<file path="src/rtl/tinker_fetch_pkg.sv">
// rtl/tinker_fetch_pkg.sv - shared types and constants for the Tinker fetch queue
package tinker_fetch_pkg;

  typedef struct packed {
    logic [31:0] inst;
    logic [31:0] pc;
  } fetch_entry_t;

  localparam logic [4:0]  OP_HALT       = 5'h0F;
  localparam logic [31:0] PC_ALIGN_MASK = 32'hFFFF_FFFC;

  function automatic logic [31:0] align_pc(input logic [31:0] pc);
    return pc & PC_ALIGN_MASK;
  endfunction

endpackage

</file>
<file path="src/rtl/tinker_fetch_fifo.sv">
// rtl/tinker_fetch_fifo.sv - circular buffer of fetch entries with flush
module tinker_fetch_fifo
  import tinker_fetch_pkg::*;
#(
  parameter int DEPTH = 4
) (
  input  logic                         clk,
  input  logic                         reset,
  input  logic                         flush,
  input  logic                         push,
  input  fetch_entry_t                 push_data,
  input  logic                         pop,
  output fetch_entry_t                 head,
  output logic [$clog2(DEPTH+1)-1:0]   count
);

  localparam int AW = $clog2(DEPTH);
  localparam int NW = $clog2(DEPTH+1);

  fetch_entry_t    mem [DEPTH];
  logic [AW-1:0]   wr_ptr;
  logic [AW-1:0]   rd_ptr;
  logic            do_push;
  logic            do_pop;

  // A push into a full buffer is accepted only when the head leaves in the same cycle.
  assign do_pop  = pop && (count != '0);
  assign do_push = push && ((count != NW'(DEPTH)) || do_pop);

  always_ff @(posedge clk or posedge reset) begin
    if (reset) begin
      wr_ptr <= '0;
      rd_ptr <= '0;
      count  <= '0;
    end else if (flush) begin
      wr_ptr <= '0;
      rd_ptr <= '0;
      count  <= '0;
    end else begin
      if (do_push) wr_ptr <= wr_ptr + AW'(1);
      if (do_pop)  rd_ptr <= rd_ptr + AW'(1);
      if (do_push && !do_pop)      count <= count + NW'(1);
      else if (!do_push && do_pop) count <= count - NW'(1);
    end
  end

  always_ff @(posedge clk) begin
    if (do_push && !flush) mem[wr_ptr] <= push_data;
  end

  assign head = mem[rd_ptr];

endmodule

</file>
<file path="src/rtl/tinker_fetch_queue.sv">
// rtl/tinker_fetch_queue.sv - decoupled instruction fetch front end with redirect flush
// Optional FETCH_HALT_STOP_EN stops issuing requests once a halt word is enqueued.
module tinker_fetch_queue
  import tinker_fetch_pkg::*;
#(
  parameter int          DEPTH    = 4,
  parameter int          MAX_OUT  = 2,
  parameter logic [31:0] PC_RESET = 32'h2000
) (
  input  logic                           clk,
  input  logic                           reset,
  input  logic                           redirect_valid,
  input  logic [31:0]                    redirect_pc,
  output logic                           imem_req_valid,
  input  logic                           imem_req_ready,
  output logic [31:0]                    imem_req_addr,
  input  logic                           imem_rsp_valid,
  input  logic [31:0]                    imem_rsp_data,
  output logic                           dec_valid,
  input  logic                           dec_ready,
  output logic [31:0]                    dec_inst,
  output logic [31:0]                    dec_pc,
  output logic [$clog2(MAX_OUT+1)-1:0]   inflight
);

  localparam int CW = $clog2(MAX_OUT+1);
  localparam int NW = $clog2(DEPTH+1);
  localparam int SW = ((NW > CW) ? NW : CW) + 1;

  logic [31:0]   fetch_pc;
  logic [31:0]   exp_pc;
  logic [CW-1:0] drop_cnt;
  logic [CW-1:0] live;
  logic [NW-1:0] fifo_count;
  logic [SW-1:0] occupancy;
  logic          req_fire;
  logic          rsp_keep;
  logic          pop;
  logic          halt_block;
  fetch_entry_t  head;
  fetch_entry_t  push_entry;

  // Responses still owed to the FIFO reserve a slot, so occupancy never exceeds DEPTH.
  assign live      = inflight - drop_cnt;
  assign occupancy = SW'(fifo_count) + SW'(live);

  assign imem_req_valid = !reset && !redirect_valid && !halt_block &&
                          (inflight < CW'(MAX_OUT)) && (occupancy < SW'(DEPTH));
  assign imem_req_addr  = fetch_pc;
  assign req_fire       = imem_req_valid && imem_req_ready;

  assign rsp_keep   = imem_rsp_valid && !redirect_valid && (drop_cnt == '0);
  assign push_entry = '{inst: imem_rsp_data, pc: exp_pc};

  assign dec_valid = (fifo_count != '0) && !redirect_valid;
  assign pop       = dec_valid && dec_ready;
  assign dec_inst  = (fifo_count != '0) ? head.inst : '0;
  assign dec_pc    = (fifo_count != '0) ? head.pc   : '0;

  always_ff @(posedge clk or posedge reset) begin
    if (reset) begin
      inflight <= '0;
      drop_cnt <= '0;
      fetch_pc <= PC_RESET;
      exp_pc   <= PC_RESET;
    end else begin
      if (req_fire && !imem_rsp_valid)      inflight <= inflight + CW'(1);
      else if (!req_fire && imem_rsp_valid) inflight <= inflight - CW'(1);

      if (redirect_valid) begin
        // Everything still outstanding after this cycle's response is stale.
        drop_cnt <= imem_rsp_valid ? (inflight - CW'(1)) : inflight;
        fetch_pc <= align_pc(redirect_pc);
        exp_pc   <= align_pc(redirect_pc);
      end else begin
        if (imem_rsp_valid && (drop_cnt != '0)) drop_cnt <= drop_cnt - CW'(1);
        if (req_fire) fetch_pc <= fetch_pc + 32'd4;
        if (rsp_keep) exp_pc   <= exp_pc + 32'd4;
      end
    end
  end

`ifdef FETCH_HALT_STOP_EN
  logic halt_seen;

  always_ff @(posedge clk or posedge reset) begin
    if (reset)                                                  halt_seen <= 1'b0;
    else if (redirect_valid)                                    halt_seen <= 1'b0;
    else if (rsp_keep && (imem_rsp_data[31:27] == OP_HALT))     halt_seen <= 1'b1;
  end

  assign halt_block = halt_seen;
`else
  assign halt_block = 1'b0;
`endif

  tinker_fetch_fifo #(
    .DEPTH (DEPTH)
  ) u_fifo (
    .clk       (clk),
    .reset     (reset),
    .flush     (redirect_valid),
    .push      (rsp_keep),
    .push_data (push_entry),
    .pop       (pop),
    .head      (head),
    .count     (fifo_count)
  );

endmodule

</file>
<file path="config.mk">
export PLATFORM = sky130hd
export DESIGN_NAME = tinker_fetch_queue
export DESIGN_NICKNAME = d
export VERILOG_FILES = /design/src/rtl/tinker_fetch_pkg.sv /design/src/rtl/tinker_fetch_fifo.sv /design/src/rtl/tinker_fetch_queue.sv
export SDC_FILE = /design/constraint.sdc
export NUM_CORES = 1
export LEC_CHECK = 0
export BUFFER_PORTS_ARGS = -buffer_cell sky130_fd_sc_hd__buf_2
export CORE_MARGIN = 5
export CORE_UTILIZATION = 58
export CTS_BUF_LIST = sky130_fd_sc_hd__clkbuf_16
export DETAILED_ROUTE_END_ITERATION = 7
export GPL_TIMING_DRIVEN = 0
export MAX_ROUTING_LAYER = met4
export PLACE_DENSITY = 0.88
export SETUP_SLACK_MARGIN = 0.3
export SKIP_CTS_REPAIR_TIMING = 1
export SLEW_MARGIN = 20
export SYNTH_ARGS = -nofsm -noshare
export SYNTH_HDL_FRONTEND = slang
export SYNTH_HIERARCHICAL = 1
export SYNTH_SLANG_ARGS = --single-unit
</file>
<file path="constraint.sdc">
create_clock -name clk -period 4.46 [get_ports clk]
set_input_delay 0.446 -clock clk [delete_from_list [all_inputs] [get_ports clk]]
set_output_delay 0.446 -clock clk [all_outputs]
set_load 0.02 [all_outputs]
</file>
# ---- Word-level counts from Yosys, hierarchy flattened
# Memory sizes are Yosys's and may differ from the RTL's.
# Index checks and enable logic that the tools add are counted.
dict set report totals {
  n_memories 1
  out_inout_bits 100
  mem_bits_rw 256
  reg_bits 75
  wordCells 75
  input_bits 70
}
# name words width rd rd_clocked_by_memory_dff write_ports line_no
set memory_table {}
lappend memory_table {u_fifo.mem 4 64 1 0 1 tinker_fetch_fifo.sv:20} ;# fetch_entry_t mem [DEPTH];
dict set report classes {
  mux 20
  magnitude_cmp 2
  add_sub_neg 11
  n_reduce_logical 33
  n_eq_ne 1
}
# op count
set op_table {}
lappend op_table {{2-to-1 mux 32 bit} 6}
lappend op_table {{adder 32 x 3 -> 32 bit, second input constant} 2}
lappend op_table {{2-to-1 mux 2 bit} 9}
lappend op_table {{logical AND 1 bit} 16}
lappend op_table {{nonzero test 2 bit} 7}
lappend op_table {{2-to-1 mux 3 bit} 3}
lappend op_table {{adder 2 x 1 -> 2 bit, second input constant} 3}
lappend op_table {{logical NOT 1 bit} 6}
lappend op_table {{nonzero test 3 bit} 2}
lappend op_table {{adder 3 x 2 -> 4 bit} 1}
lappend op_table {{< comparator 4 x 3 -> 1 bit, second input constant} 1}
lappend op_table {{subtractor 2 x 1 -> 2 bit, second input constant} 2}
lappend op_table {{adder 3 x 1 -> 3 bit, second input constant} 1}
lappend op_table {{inequality test 3 bit, second input constant} 1}
lappend op_table {{subtractor 3 x 1 -> 3 bit, second input constant} 1}
lappend op_table {{logical NOT 2 bit} 1}
lappend op_table {{< comparator 2 bit, second input constant} 1}
lappend op_table {{2-to-1 mux 1 bit} 2}
lappend op_table {{subtractor 2 bit} 1}
lappend op_table {{logical OR 1 bit} 1}

# ---- Longest topological paths before layout
dict set report logic_depth {
  ltp_word 11
  ltp_mapped 13
}

# ---- Cells and area by module
# Netlist, hierarchy kept.
# mod cells_per_inst n_inst seq_area_each_um2 area_each_um2
set modules_own_cells {}
lappend modules_own_cells {tinker_fetch_fifo 386 1 7862.5 9713.1}
lappend modules_own_cells {tinker_fetch_queue 475 1 1604.0 4082.7}

# ---- Worst setup path before layout
# No wires, ideal clock.
dict set report synth_path {
  path_type {input-to-reg}
  from {input redirect_valid}
  to {memory u_fifo/mem[0][0] (netlist name), enable pin}
  t_arrival_ps 3299
  slack_ps 732
  cell_stages 7
  t_required_ps 4031
  setup_time_ps 429
  path_cell_list {clkbuf_1 > clkbuf_1 > nor2_1 > and2_1 > o41ai_4 > nor2_1 > and2_1}
}
dict set report synth_between {
  elab_chain_cells 9
  elab_cells_between_ends 11
}
# element line_no
set synth_lines {}
lappend synth_lines {{start, declared} tinker_fetch_queue.sv:12} ;# input logic redirect_valid,
lappend synth_lines {{logical NOT 1 bit} tinker_fetch_queue.sv:55} ;# assign dec_valid = (fifo_count != '0) && !redirect_valid;
lappend synth_lines {{logical AND 1 bit} tinker_fetch_queue.sv:55}
lappend synth_lines {{named net dec_valid} tinker_fetch_queue.sv:19} ;# output logic dec_valid,
lappend synth_lines {{logical AND 1 bit} tinker_fetch_queue.sv:56} ;# assign pop = dec_valid && dec_ready;
lappend synth_lines {{named net pop} tinker_fetch_queue.sv:38} ;# logic pop;
lappend synth_lines {{logical AND 1 bit} tinker_fetch_fifo.sv:27} ;# assign do_pop = pop && (count != '0);
lappend synth_lines {{logical OR 1 bit} tinker_fetch_fifo.sv:28} ;# assign do_push = push && ((count != NW'(DEPTH)) || do_pop);
lappend synth_lines {{logical AND 1 bit} tinker_fetch_fifo.sv:28}
lappend synth_lines {{logical AND 1 bit} tinker_fetch_fifo.sv:48} ;# if (do_push && !flush) mem[wr_ptr] <= push_data;
lappend synth_lines {{2-to-1 mux 1 bit} tinker_fetch_fifo.sv:48}
lappend synth_lines {{2-to-1 mux 1 bit (implied by the code)} tinker_fetch_fifo.sv:48}
lappend synth_lines {{end, declared} tinker_fetch_fifo.sv:20}
# The timed path passes the listed nets, and every way through them passes these cells.

# ---- Worst setup path in the final report
dict set report layout_path {
  from {register u_fifo.count[0]}
  to {register u_fifo.count[1]}
}
dict set report layout_between {
  elab_chain_cells 9
  elab_cells_between_ends 17
}
# element line_no
set layout_lines {}
lappend layout_lines {{start, declared} tinker_fetch_fifo.sv:14} ;# output logic [$clog2(DEPTH+1)-1:0] count
lappend layout_lines {{start signal, assigned} tinker_fetch_fifo.sv:42} ;# if (do_push && !do_pop) count <= count + NW'(1);
lappend layout_lines {{start signal, assigned} tinker_fetch_fifo.sv:43} ;# else if (!do_push && do_pop) count <= count - NW'(1);
lappend layout_lines {{nonzero test 3 bit *} tinker_fetch_queue.sv:55}
lappend layout_lines {{logical AND 1 bit *} tinker_fetch_queue.sv:55}
lappend layout_lines {{logical AND 1 bit *} tinker_fetch_queue.sv:56}
lappend layout_lines {{named net pop} tinker_fetch_queue.sv:38}
lappend layout_lines {{logical AND 1 bit *} tinker_fetch_fifo.sv:27}
lappend layout_lines {{logical OR 1 bit} tinker_fetch_fifo.sv:28}
lappend layout_lines {{logical AND 1 bit} tinker_fetch_fifo.sv:28}
lappend layout_lines {{logical AND 1 bit or logical NOT 1 bit (tied branches)} {tinker_fetch_fifo.sv:42, tinker_fetch_fifo.sv:43}}
lappend layout_lines {{2-to-1 mux 3 bit or logical AND 1 bit (tied branches)} {tinker_fetch_fifo.sv:42, tinker_fetch_fifo.sv:43}}
lappend layout_lines {{2-to-1 mux 3 bit or nonzero test 3 bit (tied branches)} --}
# The timed path passes the listed nets; every way through them passes the cells marked *. The select of a mux whose other input is x is not followed.
# A chain may end at the register's enable or synchronous reset.

==> metrics.cfg <==
[drt]
postRouteAntennaNets = 0
dr_total_vias = 8225
viasPerCell = 5.79
dr.pass1.iters = 5
finalWirelength_um = 29900
drc = 0
wire_per_inst_um = 21.1
drt_first_iter_violations = 744

[floorplan]
die-height_um = 164
initial_core_util = 0.588
rows = 56
io_pins = 170
die_area_mm2 = 0.0270
coreArea_mm2 = 0.0235
die_w_um = 164

[global_route]
antenna_found_initial = 0
grt_overflow = 0
grt_util_all_layers = 0.233
grt_pass1_vias = 8351
grt_start_max_net_pins = 52
grt_pass1_wl_um = 46800

[logic_synthesis]
yosys_warnings = 6
synth_top_family_by_area = multiplexers
ys_ff_latch = 327
ys_seq_area_frac = 0.686
synth-edff-count = 256
synthMuxAreaShare = 0.117
async_reset_ff_frac = 0.217
synthCells = 861
netlist_area_mm2 = 0.0138
synth_adder_area_share = 0.0105
synthSimpleGateAreaFrac = 0.0995
synth_top_flop_cell = edfxtp_1
synth_compound_area_frac = 0.0344
synth_xor_area_frac = 0.0311
avgSynthCellArea_um2 = 16.0
ys_types = 56

[sta]
slew_headroom = 0.532
fin_crit_sh = 0.838
rsz0062_at_grt = false
min_period_ns = 3.74
maxSlewViolCount = 0
setup_viol = 0
fmax_mhz = 268
skew_ns = 0.0145
tightest_slew_ns = 0.699
hold_viol_final = 0

[clock_tree]
cts_tree = built
cts-root-buf = clkbuf_16
cts_buffers = 34
clk_latency_ns = 0.50
htreeDepth = 2
clockBufferDepth = 3
clkSinkCount = 327
cts.clk_slew.worst_paths_ns = 0.06

[critical_path]
critPathMaxStageDelay_ns = 0.57
crit_path_cell_trace = nor3_1 -> clkbuf_2 -> nor2_1 -> and2_1 -> o41ai_4 -> nor2_1 -> fa_1 -> o21bai_1 -> a31oi_1 -> o21ai_0 -> a221oi_1
cp_slowest_cell = nor3_1
rrSetupSlack_ns = 0.72
critical_path_class = reg -> reg
cp.required_ns = 4.85
cp_common_cell = nor2_1
worstPathArrival_ns = 4.13
endpoint_kind = flip-flop
worst-path-max-fanout = 10
reg2reg_depth = 11
worstSetupStartpointType = flip-flop

[cells_and_area]
fin_area_mm2 = 0.0163
fin_cells = 1421
finalNetCount = 1157
syn2layout_area_growth_pct = 17.9
num_antenna_cells = 0
drive_above_1_share = 0.300

[hold_path]
worstHoldPathCells = 1
hold_path_class = in -> reg

[power_and_ir_drop]
internal_power_mw = 5.26
pwr-share-comb = 0.120
p_per_area_mw_per_mm2 = 435
clockPowerShare = 0.373
total_power_mw = 7.08
power_frac_seq = 0.506
swShare = 0.257
ir_drop_mv = 0.348
p_leak_nw = 5.92
p_sw_mw = 1.82

[placed_design]
gp_congestion = 0.902
placed_cell_area_mm2 = 0.0152
placedCellCount = 1358
dp_hpwl_um = 19600
port_buffers = 164

[run_status]
status = complete, no violations

[flow_run]
max_cap_viol_count = 0

## Yosys cell counts, drive strengths merged (3+ instances only)
library cell,instances,area share
a21oi,9,0.0033
mux2i,3,0.0022
dfrtp,69,0.13
or3,3,0.0015
nor2,41,0.011
nand3b,3,0.0016
mux2,13,0.011
nand2,52,0.014
a21boi,4,0.0022
o311ai,3,0.0019
nand3,19,0.0069
nor2b,65,0.029
nand4,27,0.013
xnor2,34,0.022
nand2b,3,0.0014
a31oi,6,0.0027
and2,10,0.0045
nor3b,3,0.0020
mux4,64,0.10
buf,20,0.0085
and3,6,0.0027
ha,10,0.0091
o21ai,34,0.012
edfxtp,256,0.56
inv,22,0.0060
clkbuf,23,0.0063
nor4,4,0.0029
xor2,15,0.0095
and4,4,0.0025
nor3,13,0.0047
o211ai,5,0.0027
## sequential cells by signal (all words and copies together), names as in the netlist
register       flops
u_fifo/count       3
drop_cnt           2
u_fifo/wr_ptr      2
exp_pc            30
u_fifo/rd_ptr      2
u_fifo/mem       256
imem_req_addr     30
inflight           2
## critical path: cells and delay by family, from the launching register on
kind,cells,cell delay (ns)
fa+ha+maj,1,0.46
buf+inv,1,0.41
compound gates,5,1.22
flops,1,0.49
simple gates,4,1.07
## area by class of cell
class	count	area, um2
Sequential cell	327	9470
Fill cell	1507	7210
Multi-Input combinational cell	478	4090
Timing Repair Buffer	170	961
Clock buffer	37	926
Tap cell	319	399
Buffer	43	205
Clock inverter	25	133
Inverter	22	85.1
## metrics by stage
stage	TNS (ns)	hold slack [ns]	util	setup slack, ns
4_1_cts	0	-0.0794	0.692	0.500
5_1_grt	0	0.154	0.693	0.464
3_3_place_gp	-142.55	0.421	0.641	-0.593
6_report	0	0.161	0.693	0.723
2_1_floorplan	0	0.249	-	0.732
3_5_place_dp	0	0.447	0.647	0.535
## worst paths after layout
check / startpoint / end
max: u_fifo/count[0] / u_fifo/count[1]
min: imem_rsp_data[27] / u_fifo/mem[2][59]
max reg2reg: u_fifo/count[0] / u_fifo/count[1]
min reg2reg: imem_req_addr[29] / imem_req_addr[29]
max in group asynchronous: reset / exp_pc[13]
min in group asynchronous: reset / exp_pc[7]
## routing by layer
metal | global-route usage | up-vias | share of wire
li1 | - | 3696 | -
met1 | 0.333 | 4061 | 0.41
met2 | 0.362 | 427 | 0.48
met3 | 0.0374 | 41 | 0.091
met4 | 0.0560 | 0 | 0.019
met5 | - | - | 0
## cells by family (layout without fill, tap and decap cells)
group,Yosys count,in the layout
buf+inv,65,297
compound gates,74,74
flops,327,327
simple gates,254,254
xor+xnor,49,49
fa+ha+maj,11,11
mux,80,80
other cells,1,10
## cell usage in the layout (no fill, tap or decap), types with 4 or more instances in the layout
cell	Yosys	layout
clkbuf_1	23	22
buf_16	0	4
buf_2	10	174
inv_1	21	27
and3_1	6	6
a21oi_1	9	9
edfxtp_1	256	256
ha_1	10	10
dfrtp_1	69	69
and2_4	0	4
and4_1	4	4
clkinv_1	0	5
buf_4	6	6
nor2_1	41	41
clkinv_2	0	8
xnor2_1	34	34
mux2_2	12	12
nor3_1	13	13
nand4_1	25	25
a21boi_0	4	4
conb_1	1	10
o21ai_0	31	31
nand2_1	52	52
mux4_2	64	64
nand3_1	19	19
and2_1	10	6
nor2b_1	65	65
xor2_1	15	15
o211ai_1	5	5
clkbuf_16	0	37
a31oi_1	6	6
## power groups by stage
| stage | sequential [mW] | combinational [mW] | clock (mW) |
|---|---|---|---|
| 2_1_floorplan | 3.65 | 0.508 | 0 |
| 3_3_place_gp | 3.63 | 0.817 | 0 |
| 3_5_place_dp | 3.64 | 0.853 | 0 |
| 4_1_cts | 3.58 | 0.860 | 2.68 |
| 5_1_grt | 3.60 | 0.936 | 2.82 |
| 6_report | 3.58 | 0.853 | 2.64 |
Power figures use the tool's default switching activity.
